[config.mk]
export PLATFORM = sky130hd
export DESIGN_NAME = uart_rx_frontend
export DESIGN_NICKNAME = d
export VERILOG_FILES = /design/src/rtl/uart_rx_frontend.sv
export SDC_FILE = /design/constraint.sdc
export NUM_CORES = 1
export LEC_CHECK = 0
export ABC_AREA = 1
export ABC_CLOCK_PERIOD_IN_PS = 2000
export CAP_MARGIN = 25
export CORE_ASPECT_RATIO = 1.1
export CORE_MARGIN = 4
export CORE_UTILIZATION = 45
export DETAILED_ROUTE_END_ITERATION = 10
export GPL_TIMING_DRIVEN = 1
export PLACE_DENSITY_LB_ADDON = 0.1
export SETUP_SLACK_MARGIN = 0.3
export SKIP_CTS_REPAIR_TIMING = 1
export SLEW_MARGIN = 30
export SYNTH_ARGS = -nofsm -noshare
export SYNTH_HDL_FRONTEND = slang
export SYNTH_SLANG_ARGS = --single-unit
[constraint.sdc]
create_clock -name i_clock -period 2 [get_ports i_clock]
set_input_delay 0.2 -clock i_clock [delete_from_list [all_inputs] [get_ports i_clock]]
set_output_delay 0.2 -clock i_clock [all_outputs]
set_load 0.02 [all_outputs]
[src/rtl/uart_rx_frontend.sv]
// 8N1 UART receiver front end: input synchroniser, free-running 16x oversampling
// tick, deframing FSM with done/frame-error strobes and break handling.
module uart_rx_frontend #(
  parameter int NB_DATA    = 8,
  parameter int CLK_FREQ   = 50_000_000,
  parameter int BAUD_RATE  = 9600,
  parameter int OVERSAMPLE = 16
) (
  input  logic               i_clock,
  input  logic               i_reset,
  input  logic               i_uart_rx_data,
  output logic [NB_DATA-1:0] o_rx_data,
  output logic               o_rx_done,
  output logic               o_frame_error,
  output logic               o_busy
);

  localparam int DIVISOR = CLK_FREQ / (BAUD_RATE * OVERSAMPLE);
  localparam int DIV_W   = (DIVISOR > 1) ? $clog2(DIVISOR) : 1;
  localparam int BIT_W   = (NB_DATA > 1) ? $clog2(NB_DATA) : 1;
  localparam logic [DIV_W-1:0] DIV_LAST = DIV_W'(DIVISOR - 1);
  localparam logic [BIT_W-1:0] BIT_LAST = BIT_W'(NB_DATA - 1);

  typedef enum logic [2:0] {
    IDLE  = 3'd0,
    START = 3'd1,
    DATA  = 3'd2,
    STOP  = 3'd3,
    BREAK = 3'd4
  } state_t;

  logic               rx_meta_r;
  logic               rx_sync_r;
  logic [DIV_W-1:0]   div_cnt_r;
  logic               tick_s;
  state_t             state_r;
  logic [3:0]         tick_cnt_r;
  logic [BIT_W-1:0]   bit_idx_r;
  logic [NB_DATA-1:0] shift_r;
  logic [NB_DATA-1:0] rx_data_r;
  logic               rx_done_r;
  logic               frame_err_r;
  logic               busy_r;

  // Two-flop synchroniser; flops reset to the idle (high) line level.
  always_ff @(posedge i_clock or posedge i_reset) begin
    if (i_reset) begin
      rx_meta_r <= 1'b1;
      rx_sync_r <= 1'b1;
    end else begin
      rx_meta_r <= i_uart_rx_data;
      rx_sync_r <= rx_meta_r;
    end
  end

  // Free-running oversampling divider; never realigned to the frame.
  always_ff @(posedge i_clock or posedge i_reset) begin
    if (i_reset) begin
      div_cnt_r <= '0;
    end else if (div_cnt_r == DIV_LAST) begin
      div_cnt_r <= '0;
    end else begin
      div_cnt_r <= div_cnt_r + {{(DIV_W-1){1'b0}}, 1'b1};
    end
  end

  assign tick_s = (div_cnt_r == DIV_LAST);

  // Deframing FSM; strobes default low so they last exactly one clock.
  always_ff @(posedge i_clock or posedge i_reset) begin
    if (i_reset) begin
      state_r     <= IDLE;
      tick_cnt_r  <= 4'd0;
      bit_idx_r   <= '0;
      shift_r     <= '0;
      rx_data_r   <= '0;
      rx_done_r   <= 1'b0;
      frame_err_r <= 1'b0;
      busy_r      <= 1'b0;
    end else begin
      rx_done_r   <= 1'b0;
      frame_err_r <= 1'b0;
      case (state_r)
        IDLE: begin
          if (!rx_sync_r) begin
            state_r    <= START;
            tick_cnt_r <= 4'd0;
            busy_r     <= 1'b1;
          end else begin
            busy_r <= 1'b0;
          end
        end
        START: begin
          if (tick_s) begin
            if (tick_cnt_r == 4'd7) begin
              tick_cnt_r <= 4'd0;
              bit_idx_r  <= '0;
              if (!rx_sync_r) begin
                state_r <= DATA;
              end else begin
                state_r <= IDLE;
                busy_r  <= 1'b0;
              end
            end else begin
              tick_cnt_r <= tick_cnt_r + 4'd1;
            end
          end
        end
        DATA: begin
          if (tick_s) begin
            if (tick_cnt_r == 4'd15) begin
              // Right shift: the first (LSB) bit ends up in bit 0.
              shift_r    <= {rx_sync_r, shift_r[NB_DATA-1:1]};
              tick_cnt_r <= 4'd0;
              if (bit_idx_r == BIT_LAST) begin
                state_r   <= STOP;
                bit_idx_r <= '0;
              end else begin
                bit_idx_r <= bit_idx_r + {{(BIT_W-1){1'b0}}, 1'b1};
              end
            end else begin
              tick_cnt_r <= tick_cnt_r + 4'd1;
            end
          end
        end
        STOP: begin
          if (tick_s) begin
            if (tick_cnt_r == 4'd15) begin
              tick_cnt_r <= 4'd0;
              if (rx_sync_r) begin
                rx_data_r <= shift_r;
                rx_done_r <= 1'b1;
                state_r   <= IDLE;
                busy_r    <= 1'b0;
              end else begin
                frame_err_r <= 1'b1;
                state_r     <= BREAK;
              end
            end else begin
              tick_cnt_r <= tick_cnt_r + 4'd1;
            end
          end
        end
        BREAK: begin
          // Hold here while the line stays low so a break yields one error only.
          if (rx_sync_r) begin
            state_r    <= IDLE;
            tick_cnt_r <= 4'd0;
            busy_r     <= 1'b0;
          end
        end
        default: begin
          state_r    <= IDLE;
          tick_cnt_r <= 4'd0;
          busy_r     <= 1'b0;
        end
      endcase
    end
  end

  assign o_rx_data     = rx_data_r;
  assign o_rx_done     = rx_done_r;
  assign o_frame_error = frame_err_r;
  assign o_busy        = busy_r;

endmodule

======== Yosys cells after proc, flatten, opt, wreduce, memory -nomap -nowiden ========
Index checks and enable logic that the tools add are counted.
W data, S select, Z words.
cells by class
  add/sub/neg operators ................... 3
  $mul .................................... 0
  div/mod/pow operators ................... 0
  magnitude comparators ................... 0
  eq/ne operators ......................... 18
  shift-type cells ........................ 0
  multiplexer cells ....................... 40
  bitwise gates (word level) .............. 1
  reductions and logical operators ........ 9
operator list
  cell                   number
  $mux W3                15
  $mux W4                6
  $ne A2 B2 Y1 const B   9
  $pmux W4 S4            1
  $pmux W3 S5            1
  $mux W1                13
  $reduce_and A5 Y1      2
  $add A9 B1 Y9 const B  1
  $eq A9 B9 Y1 const B   1
  $mux W9                1
  $reduce_and A9 Y1      1
  $reduce_and A4 Y1      2
  $eq A3 B2 Y1 const B   2
  $eq A3 B3 Y1 const B   2
  $pmux W3 S2            1
  $pmux W1 S5            1
  $add A4 B1 Y4 const B  1
  $eq A4 B3 Y1 const B   1
  $eq A4 B4 Y1 const B   1
  $add A3 B1 Y3 const B  1
  $eq A3 B1 Y1 const B   1
  $logic_not A3 Y1       1
  $reduce_and A3 Y1      1
  $mux W2                1
  other kinds (4)        4
word-level totals
  register bits after elaboration ......... 40
  bits in latches ......................... 0
  RAM bits ................................ 0
  ROM bits ................................ 0
  input bits .............................. 3
  output and inout bits ................... 11
  logic and storage cells ................. 82
  memories kept ........................... 0

======== Logic depth before layout (Yosys ltp) ========
Gate-level depths: netlist of run 1.
  word-level depth ........................ 5
  mapped depth ............................ 11
  mapped depth without buffers ............ 10

======== Least setup slack after synthesis of run 1 ========
No wires, ideal clock.
  kind .................................... reg2reg
  start ................................... reg div_cnt_r[0]
  end ..................................... reg rx_data_r[1] (netlist: o_rx_data[1])
  library setup time ...................... 0.117 ns
  arrival time ............................ 1.339 ns
  setup slack ............................. 0.544 ns
  stages on the path, launching flop included .. 11
  buffers on the path ..................... 1
  clock period less this slack ............ 1.456 ns
  cells stage by stage .................... dfrtp_1 inv_1 ha_1 nand2_1 nor2_2 nand2_4 nor2_8 nand3_4 buf_6 nand2_2 o21ai_2
between the ends
  longest elaborated chain between the ends .. 2
RTL lines
  item                         RTL line  RTL
  from (decl)                  34        logic [DIV_W-1:0] div_cnt_r;
  from (signal assigned)       63        div_cnt_r <= div_cnt_r + {{(DIV_W-1){1'b0}}, 1'b1};
  $eq A9 B9 Y1                 67        assign tick_s = (div_cnt_r == DIV_LAST);
  $reduce_and A4 Y1 (no line)  --
  to (signal assigned)         131       rx_data_r <= shift_r;
  to (decl)                    40        logic [NB_DATA-1:0] rx_data_r;
Every way passes these cells.
A chain may end at the register's enable or synchronous reset.

======== Final worst setup path of run 1 ========
  start ................................... reg div_cnt_r[0]
  end ..................................... reg bit_idx_r[2]
between the ends
  longest elaborated chain between the ends .. 3
RTL lines
  item                           RTL line  RTL
  $eq A9 B9 Y1 *                 67
  $ne A2 B2 Y1 (no line)         --
  $reduce_and A5 Y1 (no line) *  --
  to (signal assigned)           119       bit_idx_r <= bit_idx_r + {{(BIT_W-1){1'b0}}, 1'b1};
  to (decl)                      38        logic [BIT_W-1:0] bit_idx_r;
Every way passes the cells marked *; elsewhere a longest branch is shown, timed or not.

==> results of run 1 <==
==> cells in the final DEF, fill, tap and decap left out <==
cell type / n
nand2_1: 52
dfrtp_1: 38
inv_1: 27
nor2_1: 14
nand3_1: 14
clkdlybuf4s50_1: 13
o21ai_1: 11
o21ai_2: 8
inv_2: 5
nor2_2: 5
nand2_2: 5
o21ai_0: 5
ha_1: 5
clkbuf_8: 5
nor3_1: 4
nand2_4: 3
xor2_1: 3
a21oi_1: 3
nand3_2: 2
clkinv_2: 2
nand3_4: 2
nand4_1: 2
clkbuf_1: 2
dfstp_2: 2
nor2_8: 1
nor2_4: 1
nand3b_1: 1
a21oi_2: 1
o211ai_1: 1
buf_4: 1
==> cell families after synthesis <==
| group | after synthesis |
|---|---|
| AND/OR/NAND/NOR | 105 |
| buffers and inverters | 36 |
| adder cells (fa/ha/maj) | 5 |
| XOR/XNOR | 3 |
| flip-flops | 40 |
| AO/OA/AOI/OAI | 29 |
==> registers in the layout (all words and copies together), names as in the netlist <==
| signal | cells |
|---|---|
| bit_idx_r | 3 |
| div_cnt_r | 9 |
| o_busy | 1 |
| o_frame_error | 1 |
| o_rx_data | 8 |
| o_rx_done | 1 |
| rx_meta_r | 1 |
| rx_sync_r | 1 |
| shift_r | 8 |
| state_r | 3 |
| tick_cnt_r | 4 |
==> layout make-up <==
class                   instances  area [sq um]
clock buffers                   7          76.3
fillers                       368          1830
clock inverters                 1          5.00
repair buffers                 14           138
well taps                      52          65.1
flip-flops and latches         40          1000
multi-input cells             143           811
inverters                      33           125
==> stage by stage <==
stage	instance area, sq um	setup WS, ns
global placement	2120	0.423
finish	2220	0.460
CTS	2200	0.384
global route	2220	0.281
detailed placement	2120	0.387
floorplan	1940	0.544
==> final timing paths <==
check / start / end / slack [ns] / depth (start not counted)
worst max-delay path: div_cnt_r[0]$_DFF_PP0_ / bit_idx_r[2]$_DFFE_PP0P_ / 0.46 / 10
worst min-delay path: i_uart_rx_data / rx_meta_r$_DFF_PP1_ / 0.31 / 1
worst max register to register: div_cnt_r[0]$_DFF_PP0_ / bit_idx_r[2]$_DFFE_PP0P_ / 0.46 / 10
worst min register to register: rx_meta_r$_DFF_PP1_ / rx_sync_r$_DFF_PP1_ / 0.36 / 0
max in group asynchronous: i_reset / rx_sync_r$_DFF_PP1_ / 1.31 / 3
min in group asynchronous: i_reset / div_cnt_r[4]$_DFF_PP0_ / 0.32 / 3
==> critical path, delay by kind of cell, from the launching register on <==
family                     cells  cell delay [ns]
adders and majority gates      1             0.13
buffers and inverters          1             0.07
DFF                            1             0.41
and+or+nand+nor                8             0.90
==> power breakdown <==
group          total [mW]  switching (mW)  internal (mW)  leakage (nW)
clock               0.509           0.265          0.245        0.0422
combinational      0.0239          0.0180        0.00592         0.585
sequential          0.815         0.00318          0.812         0.527
total                1.35           0.286           1.06          1.15
==> layer usage <==
layer	up-vias	global-route usage [%]	wire, um
met5	-	0	0
met4	0	6.20	44
met3	5	4.31	166
met2	25	19.9	1580
met1	617	17.6	1610
li1	730	-	-
==> run_results.csv, run 1 <==
group,metric,value,unit
run_status,status,"finished clean",
logic_synthesis,synth_mux_area_share,0,%
global_routing,grt_pass1_wl,5810,um
route,via_per_inst,4.75,
sta,skew,0.0101,ns
clock_tree,ctsHtreeMaxLevel,2,
power,power_density,606,nW/um^2
critical_path,endpoint_kind,"flip-flop",
job,maxCapViolCount,0,
layout,fin_util,54.8,%
logic_synthesis,ys_seq_area_share,51.7,%
floorplanning,initial_core_util,47.9,%
logic_synthesis,synthCells,218,
route,drt-wirelength-per-cell,11.7,um
logic_synthesis,synth_fa_ha_area_share,3.22,%
layout,num_antenna_cells,0,
global_routing,antenna_found_initial,0,
clock_tree,clk_pin_slew,0.07,ns
critical_path,crit_arrival,1.78,ns
route,drtIter0Drc,67,
global_routing,overflow,0,
logic_synthesis,synth_nets,226,
place,io_buffer_count,13,
layout,final_net_count,245,
place,hpwl,2240,um
sta,drv_slew,0,
sta,finalHoldViolations,0,
clock_tree,cts_root_buf,"clkbuf_8",
critical_path,worstPathRequired,2.24,ns
critical_path,worstPathCellList,"inv_1 > ha_1 > nand2_1 > nor2_2 > nand2_4 > nor2_8 > nand2_4 > nand2_4 > nand3_1 > nand2_1",
logic_synthesis,synth_top_family_by_area,"simple AND/OR/NAND/NOR gates",
route,num_vias,1377,
sta,holdWs,0.307,ns
logic_synthesis,synthSimpleGateAreaFrac,26.5,%
route,wl,3390,um
route,drc,0,
logic_synthesis,synth_area,1940,sq um
logic_synthesis,yosysUniqueCellTypes,28,
sta,tightest_slew,0.499,ns
floorplanning,io-pin-count,14,
sta,rsz0062_at_grt,"true",
critical_path,cp_slowest_stage_delay,0.41,ns
clock_tree,numCtsBuffers,5,
logic_synthesis,yosysMostFrequentCell,"nand2_1",
min_path,hold_class,"in2reg",
power,power,1.35,mW
global_routing,grt_pass1_vias,1289,
clock_tree,cts_tree,"yes",
critical_path,start_kind,"flip-flop",
logic_synthesis,synth_compound_area_share,9.34,%
floorplanning,die_y,76.9,um
critical_path,cp_max_fo,20,
route,ant_nets,0,
logic_synthesis,synth_flop_cell,"dfrtp_1",
sta,period_minus_slack,1.54,ns
floorplanning,core,4050,sq um
global_routing,track_usage,13.3,%
place,gp_congestion,0.824,
logic_synthesis,synth_edf_count,0,
sta,setup_viol,0,
global_routing,grt_max_degree,41,
layout,area_growth,14.5,%
power,power_leakage,1.15,nW
route,drt_pass1_iterations,4,
logic_synthesis,synthXorXnorAreaFrac,1.35,%
logic_synthesis,synth_top_area_share,49.0,%
clock_tree,clock_sinks,40,
sta,max_freq,649,MHz
floorplanning,die_x,70.6,um
place,dp_cells,281,
sta,max_slew_margin,66.7,%
power,peakVddDrop,0.344,mV
logic_synthesis,yosys-top-cells-area,"dfrtp_1 (49%), nand2_1 (10%), inv_1 (5.2%)",
critical_path,path_class,"reg2reg",
floorplanning,dieArea,5430,sq um
critical_path,crit_path_frequent_cell,"nand2_4",
logic_synthesis,synth_common_cells,"nand2_1 (53), dfrtp_1 (38), inv_1 (27), nand3_1 (14), nor2_1 (14)",
sta,timing.final.crit_share,77.0,%
clock_tree,clock_latency,0.29,ns
clock_tree,cts_max_path_buffers,2,
logic_synthesis,syn_avg_cell_area,8.91,sq um
layout,layout-drive-gt1-share,18.1,%
logic_synthesis,yosysWarnings,0,
logic_synthesis,synth-seq-cells,40,
sta,fin_tns_setup,0,ns
logic_synthesis,yosysTopAreaCell,"dfrtp_1",
layout,final_cell_count_no_fill,290,
critical_path,critPathSlowestCell,"dfrtp_1",
floorplanning,row_count,24,
logic_synthesis,async_flop_share,100,%
Power figures use the tool's default switching activity.
==> run 2, diff against run 1 <==
--- a/config.mk
+++ b/config.mk
@@ -6,7 +6,7 @@
 export NUM_CORES = 1
 export LEC_CHECK = 0
 export ABC_AREA = 1
-export ABC_CLOCK_PERIOD_IN_PS = 2000
+export ABC_CLOCK_PERIOD_IN_PS = 1500
 export CAP_MARGIN = 25
 export CORE_ASPECT_RATIO = 1.1
 export CORE_MARGIN = 4
==> constraint.sdc (replaced) <==
create_clock -name i_clock -period 1.5 [get_ports i_clock]
set_input_delay 0.15 -clock i_clock [delete_from_list [all_inputs] [get_ports i_clock]]
set_output_delay 0.15 -clock i_clock [all_outputs]
set_load 0.02 [all_outputs]
==> run 2 against run 1 <==
  * The run now ends with setup timing left
  * Global-route usage grew 0.93 points
  * Clock skew shrank 0.0040 ns
  * Sequential power grew 33%
  * Via count grew 12%
  * Core utilization grew 8.1 points
  * Largest cell class unchanged
  * Highest routed layer unchanged
==> run_results.csv, run 2 (synthesis gave the netlist of run 1 again) <==
group,metric,value,unit
sta,drv_slew,0,
layout,area_growth,31.4,%
run_status,status,"complete, but fails checks",
layout,top_register,"div_cnt_r",
clock_tree,cts_tree,"yes",
clock_tree,cts_max_path_buffers,2,
floorplanning,die_x,70.6,um
sta,fin_ws,-0.0212,ns
sta,rsz0062_at_grt,"true",
critical_path,r2r.worst_path.cells,10,
power,power_leakage,1.44,nW
floorplanning,initial_core_util,47.9,%
floorplanning,row_count,24,
clock_tree,clock_sinks,40,
global_routing,grt_pass1_wl,6270,um
sta,fin_tns_setup,-0.0698,ns
global_routing,grt_max_degree,41,
sta,max_freq,657,MHz
global_routing,track_usage,14.3,%
place,hpwl,2580,um
power,power_density,707,nW/um^2
critical_path,worstPathRequired,1.67,ns
route,via_per_inst,4.97,
power,power,1.80,mW
floorplanning,dieArea,5430,sq um
critical_path,endpoint_kind,"flip-flop",
global_routing,grt_pass1_vias,1491,
layout,layout-drive-gt1-share,32.9,%
critical_path,path_class,"reg2reg",
layout,final_common_cell,"nand2_1",
sta,timing.final.crit_share,101,%
job,maxCapViolCount,0,
route,wl,4030,um
clock_tree,cts_root_buf,"clkbuf_8",
layout,num_antenna_cells,0,
route,drt_pass1_iterations,4,
clock_tree,clock_latency,0.29,ns
route,drc,0,
power,peakVddDrop,0.490,mV
clock_tree,ctsHtreeMaxLevel,2,
sta,setup_viol,7,
sta,period_minus_slack,1.52,ns
floorplanning,io-pin-count,14,
run_status,violations,"setup timing",
global_routing,overflow,0,
route,drtIter0Drc,76,
layout,final_cell_count_no_fill,310,
route,drt-wirelength-per-cell,13.0,um
critical_path,start_kind,"flip-flop",
clock_tree,clk_pin_slew,0.07,ns
sta,max_slew_margin,84.0,%
route,num_vias,1542,
sta,holdWs,0.212,ns
global_routing,antenna_found_initial,0,
place,gp_congestion,0.917,
place,io_buffer_count,13,
layout,layout_common_cells,"nand2_1 (45), dfrtp_1 (36), inv_1 (25)",
floorplanning,die_y,76.9,um
layout,largest_reg_flops,9,
route,ant_nets,0,
sta,skew,0.00601,ns
min_path,hold_class,"in2async",
critical_path,cp_max_fo,5,
clock_tree,numCtsBuffers,5,
sta,tightest_slew,0.240,ns
place,dp_cells,290,
layout,final_net_count,266,
layout,nFillCells,359,
floorplanning,core,4050,sq um
critical_path,crit_arrival,1.69,ns
sta,finalHoldViolations,0,
[run 2: path summary, 6_finish.rpt]
check	startpoint	slack (ns)	endpoint
max	div_cnt_r[0]$_DFF_PP0_	-0.02	state_r[1]$_DFFE_PP0P_
min	i_reset	0.21	div_cnt_r[2]$_DFF_PP0_
max reg2reg	div_cnt_r[0]$_DFF_PP0_	-0.02	state_r[1]$_DFFE_PP0P_
min reg2reg	rx_meta_r$_DFF_PP1_	0.36	rx_sync_r$_DFF_PP1_
max in group asynchronous	i_reset	1.03	rx_sync_r$_DFF_PP1_
min in group i_clock	i_uart_rx_data	0.26	rx_meta_r$_DFF_PP1_
[run 2: area by class of cell]
cell class	instances	area, sq um	share of cell area [%]
tap	52	65.1	2.55
clock inverter	1	5.00	0.196
clock buffer	6	72.6	2.84
timing repair buffer	35	339	13.3
inverter	33	125	4.90
multi-input combinational	143	938	36.8
sequential	40	1010	39.4
[run 2: critical path, cell delays in order (launching register included)]
cell,delay [ns]
dfrtp_1,0.39
inv_1,0.08
ha_2,0.18
nand2_2,0.06
nor2_4,0.10
nand2_4,0.09
buf_4,0.16
o21ai_4,0.08
nand2_2,0.08
nand2_1,0.09
o21ai_1,0.08
[run 2: layer usage]
metal	track usage (%)	share of wire, %	vias up
li1	-	-	764
met1	16.8	42	744
met2	24.8	52	25
met3	2.88	3.4	9
met4	6.39	2.2	0
met5	0	0	-
[run 2: through the flow]
stage                     area (sq um)  setup WS, ns  util (%)
after floorplan                   1960        0.0729         -
after global placement            2210        0.0132      54.6
after detailed placement          2210       -0.0570      54.6
after CTS                         2290       -0.0722      56.5
after global routing              2550        -0.141      62.9
final                             2550       -0.0212      62.9
[run 2: power by group]
| part | internal (mW) | switching, mW | total (mW) |
|---|---|---|---|
| registers | 1.08 | 0.00116 | 1.08 |
| logic | 0.0153 | 0.0294 | 0.0448 |
| clock network | 0.316 | 0.360 | 0.676 |
==> run 3, diff against run 2 <==
--- a/config.mk
+++ b/config.mk
@@ -13,7 +13,7 @@
 export CORE_UTILIZATION = 45
 export DETAILED_ROUTE_END_ITERATION = 10
 export GPL_TIMING_DRIVEN = 1
-export PLACE_DENSITY_LB_ADDON = 0.1
+export PLACE_DENSITY = 0.66
 export SETUP_SLACK_MARGIN = 0.3
 export SKIP_CTS_REPAIR_TIMING = 1
 export SLEW_MARGIN = 30
==> run 3 against run 2 <==
  * The run still ends with setup timing left
  * Combinational power decreased by 1%
  * Worst setup slack got worse by 0.0080 ns
  * Clock skew about the same
  * Global-route usage fell by 0.23 points
  * Core utilization grew 1.1 points
  * Flip-flop and latch count is the same
  * Worst hold slack improved by 0.010 ns
  * Register-to-register slack about the same
  * Sequential power hardly changed
  * Fmax fell by 0.52%
  * Critical endpoint is now bit_idx_r[2]$_DFFE_PP0P_
==> run_results.csv, run 3 (synthesis gave the netlist of run 1 again) <==
group,metric,value,unit
critical_path,endpoint_kind,"flip-flop",
clock_tree,ctsHtreeMaxLevel,2,
route,ant_nets,0,
place,hpwl,2430,um
job,maxCapViolCount,0,
sta,finalHoldViolations,0,
route,drt_pass1_iterations,4,
floorplanning,die_x,70.6,um
critical_path,crit_buf_inv,2,
route,via_per_inst,4.84,
floorplanning,core,4050,sq um
global_routing,track_usage,14.0,%
sta,drv_slew,0,
global_routing,grt_max_degree,41,
layout,num_antenna_cells,0,
place,post_dp_cell_area,2220,sq um
layout,layout-drive-gt1-share,34.9,%
critical_path,cp_top_family,"simple AND/OR/NAND/NOR gates",
layout,area_growth,33.7,%
route,drtIter0Drc,74,
sta,max_freq,654,MHz
min_path,hold_class,"in2async",
clock_tree,cts_root_buf,"clkbuf_8",
global_routing,grt_pass1_wl,6140,um
critical_path,critPathSlowestCell,"dfrtp_1",
global_routing,grtUsageMet2,22.2,%
sta,fin_ws,-0.0292,ns
route,drt-wirelength-per-cell,12.2,um
critical_path,timing.rr.end,"bit_idx_r[2]$_DFFE_PP0P_",
clock_tree,cts_tree,"yes",
layout,final_area,2600,sq um
global_routing,grt_use_met3,4.18,%
critical_path,start_kind,"flip-flop",
power,peakVddDrop,0.545,mV
sta,skew,0.00560,ns
layout,final_cell_count_no_fill,310,
floorplanning,row_count,24,
layout,layout_common_cells,"nand2_1 (46), dfrtp_1 (36), inv_1 (24)",
sta,tightest_slew,0.293,ns
critical_path,path_class,"reg2reg",
power,power_density,768,nW/um^2
place,gp_congestion,0.861,
critical_path,r2r_slack,-0.03,ns
global_routing,grtUsageMet1,17.4,%
layout,fin_util,64.0,%
place,io_buffer_count,13,
sta,timing.final.crit_share,102,%
route,drc,0,
layout,largest_reg_flops,9,
critical_path,cp_max_fo,6,
critical_path,crit_arrival,1.72,ns
sta,period_minus_slack,1.53,ns
layout,final_net_count,265,
global_routing,overflow,0,
place,dp_slack,-0.0449,ns
sta,max_slew_margin,80.4,%
critical_path,crit_path_frequent_cell,"nand2_4",
sta,fin_tns_setup,-0.128,ns
critical_path,cp_slowest_stage_delay,0.38,ns
critical_path,critPathCapture,"bit_idx_r[2]$_DFFE_PP0P_",
critical_path,setup.worst_path.start,"div_cnt_r[0]$_DFF_PP0_",
clock_tree,numCtsBuffers,5,
run_status,violations,"setup timing",
route,wl,3770,um
floorplanning,initial_core_util,47.9,%
layout,final_common_cell,"nand2_1",
floorplanning,dieArea,5430,sq um
floorplanning,io-pin-count,14,
layout,top_register,"div_cnt_r",
floorplanning,die_y,76.9,um
critical_path,path_depth,10,
critical_path,worstPathCellList,"inv_1 > ha_2 > nand2_2 > nor2_4 > nand2_4 > nor2_8 > buf_4 > nand2_4 > nand3_1 > nand2_1",
critical_path,r2r.worst_path.cells,10,
sta,setup_viol,9,
clock_tree,cts_max_path_buffers,2,
clock_tree,clock_latency,0.29,ns
place,dp_cells,291,
clock_tree,clock_sinks,40,
layout,nFillCells,341,
global_routing,antenna_found_initial,0,
global_routing,grt.busiest_layer,"met2",
power,power_leakage,1.45,nW
critical_path,worstReg2RegStart,"div_cnt_r[0]$_DFF_PP0_",
route,num_vias,1500,
clock_tree,clk_pin_slew,0.07,ns
critical_path,worstPathRequired,1.69,ns
sta,rsz0062_at_grt,"true",
global_routing,grt_pass1_vias,1417,
run_status,status,"complete, but fails checks",
## run 3: cell count changes in the layout (fill, tap and decap cells not counted), sizes merged
cell      change
clkbuf        -1
clkinvlp      +1
buf           -3
nand2         +2
bufinv        +1
## run 3: final cells by class
cell class	instances	area (sq um)	share of cell area, %
flip-flops and latches	40	1010	38.7
multi-input cells	145	972	37.4
repair buffers	32	317	12.2
inverters	33	125	4.82
clock buffers	5	68.8	2.65
well taps	52	65.1	2.51
clock inverters	3	42.5	1.64
## run 3: worst reg2reg max path: cells and delay by family (launching register included)
kind / cells / cell delay [ns]
simple gates: 7 / 0.66
flops: 1 / 0.38
buf+inv: 2 / 0.22
fa+ha+maj: 1 / 0.17
## run 3: per-layer routing
metal	wire length (um)	vias to the layer above
li1	-	770
met1	1710	704
met2	1870	19
met3	120	7
met4	70	0
met5	0	-
## run 3: how the worst min path moves through the flow
stage	cells past startpoint	slack (ns)	to
6_report	3	0.22	o_rx_data[3]$_DFFE_PP0P_
2_1_floorplan	0	0.15	rx_meta_r$_DFF_PP1_
3_3_place_gp	0	0.35	rx_sync_r$_DFF_PP1_
4_1_cts	3	0.22	div_cnt_r[7]$_DFF_PP0_
3_5_place_dp	0	0.35	rx_sync_r$_DFF_PP1_
5_1_grt	3	0.23	o_rx_data[4]$_DFFE_PP0P_
## run 3: through the flow
| stage | hold slack, ns | power, mW |
|---|---|---|
| 3_3_place_gp | 0.348 | 1.15 |
| 3_5_place_dp | 0.349 | 1.15 |
| 2_1_floorplan | 0.154 | 1.13 |
| 4_1_cts | 0.222 | 2.02 |
| 5_1_grt | 0.227 | 2.07 |
| 6_report | 0.223 | 1.99 |
## run 3: power by group
part           switching [mW]  total [mW]  internal (mW)
sequential            0.00118        1.08           1.08
combinational          0.0291      0.0443         0.0152
clock                   0.375       0.867          0.492
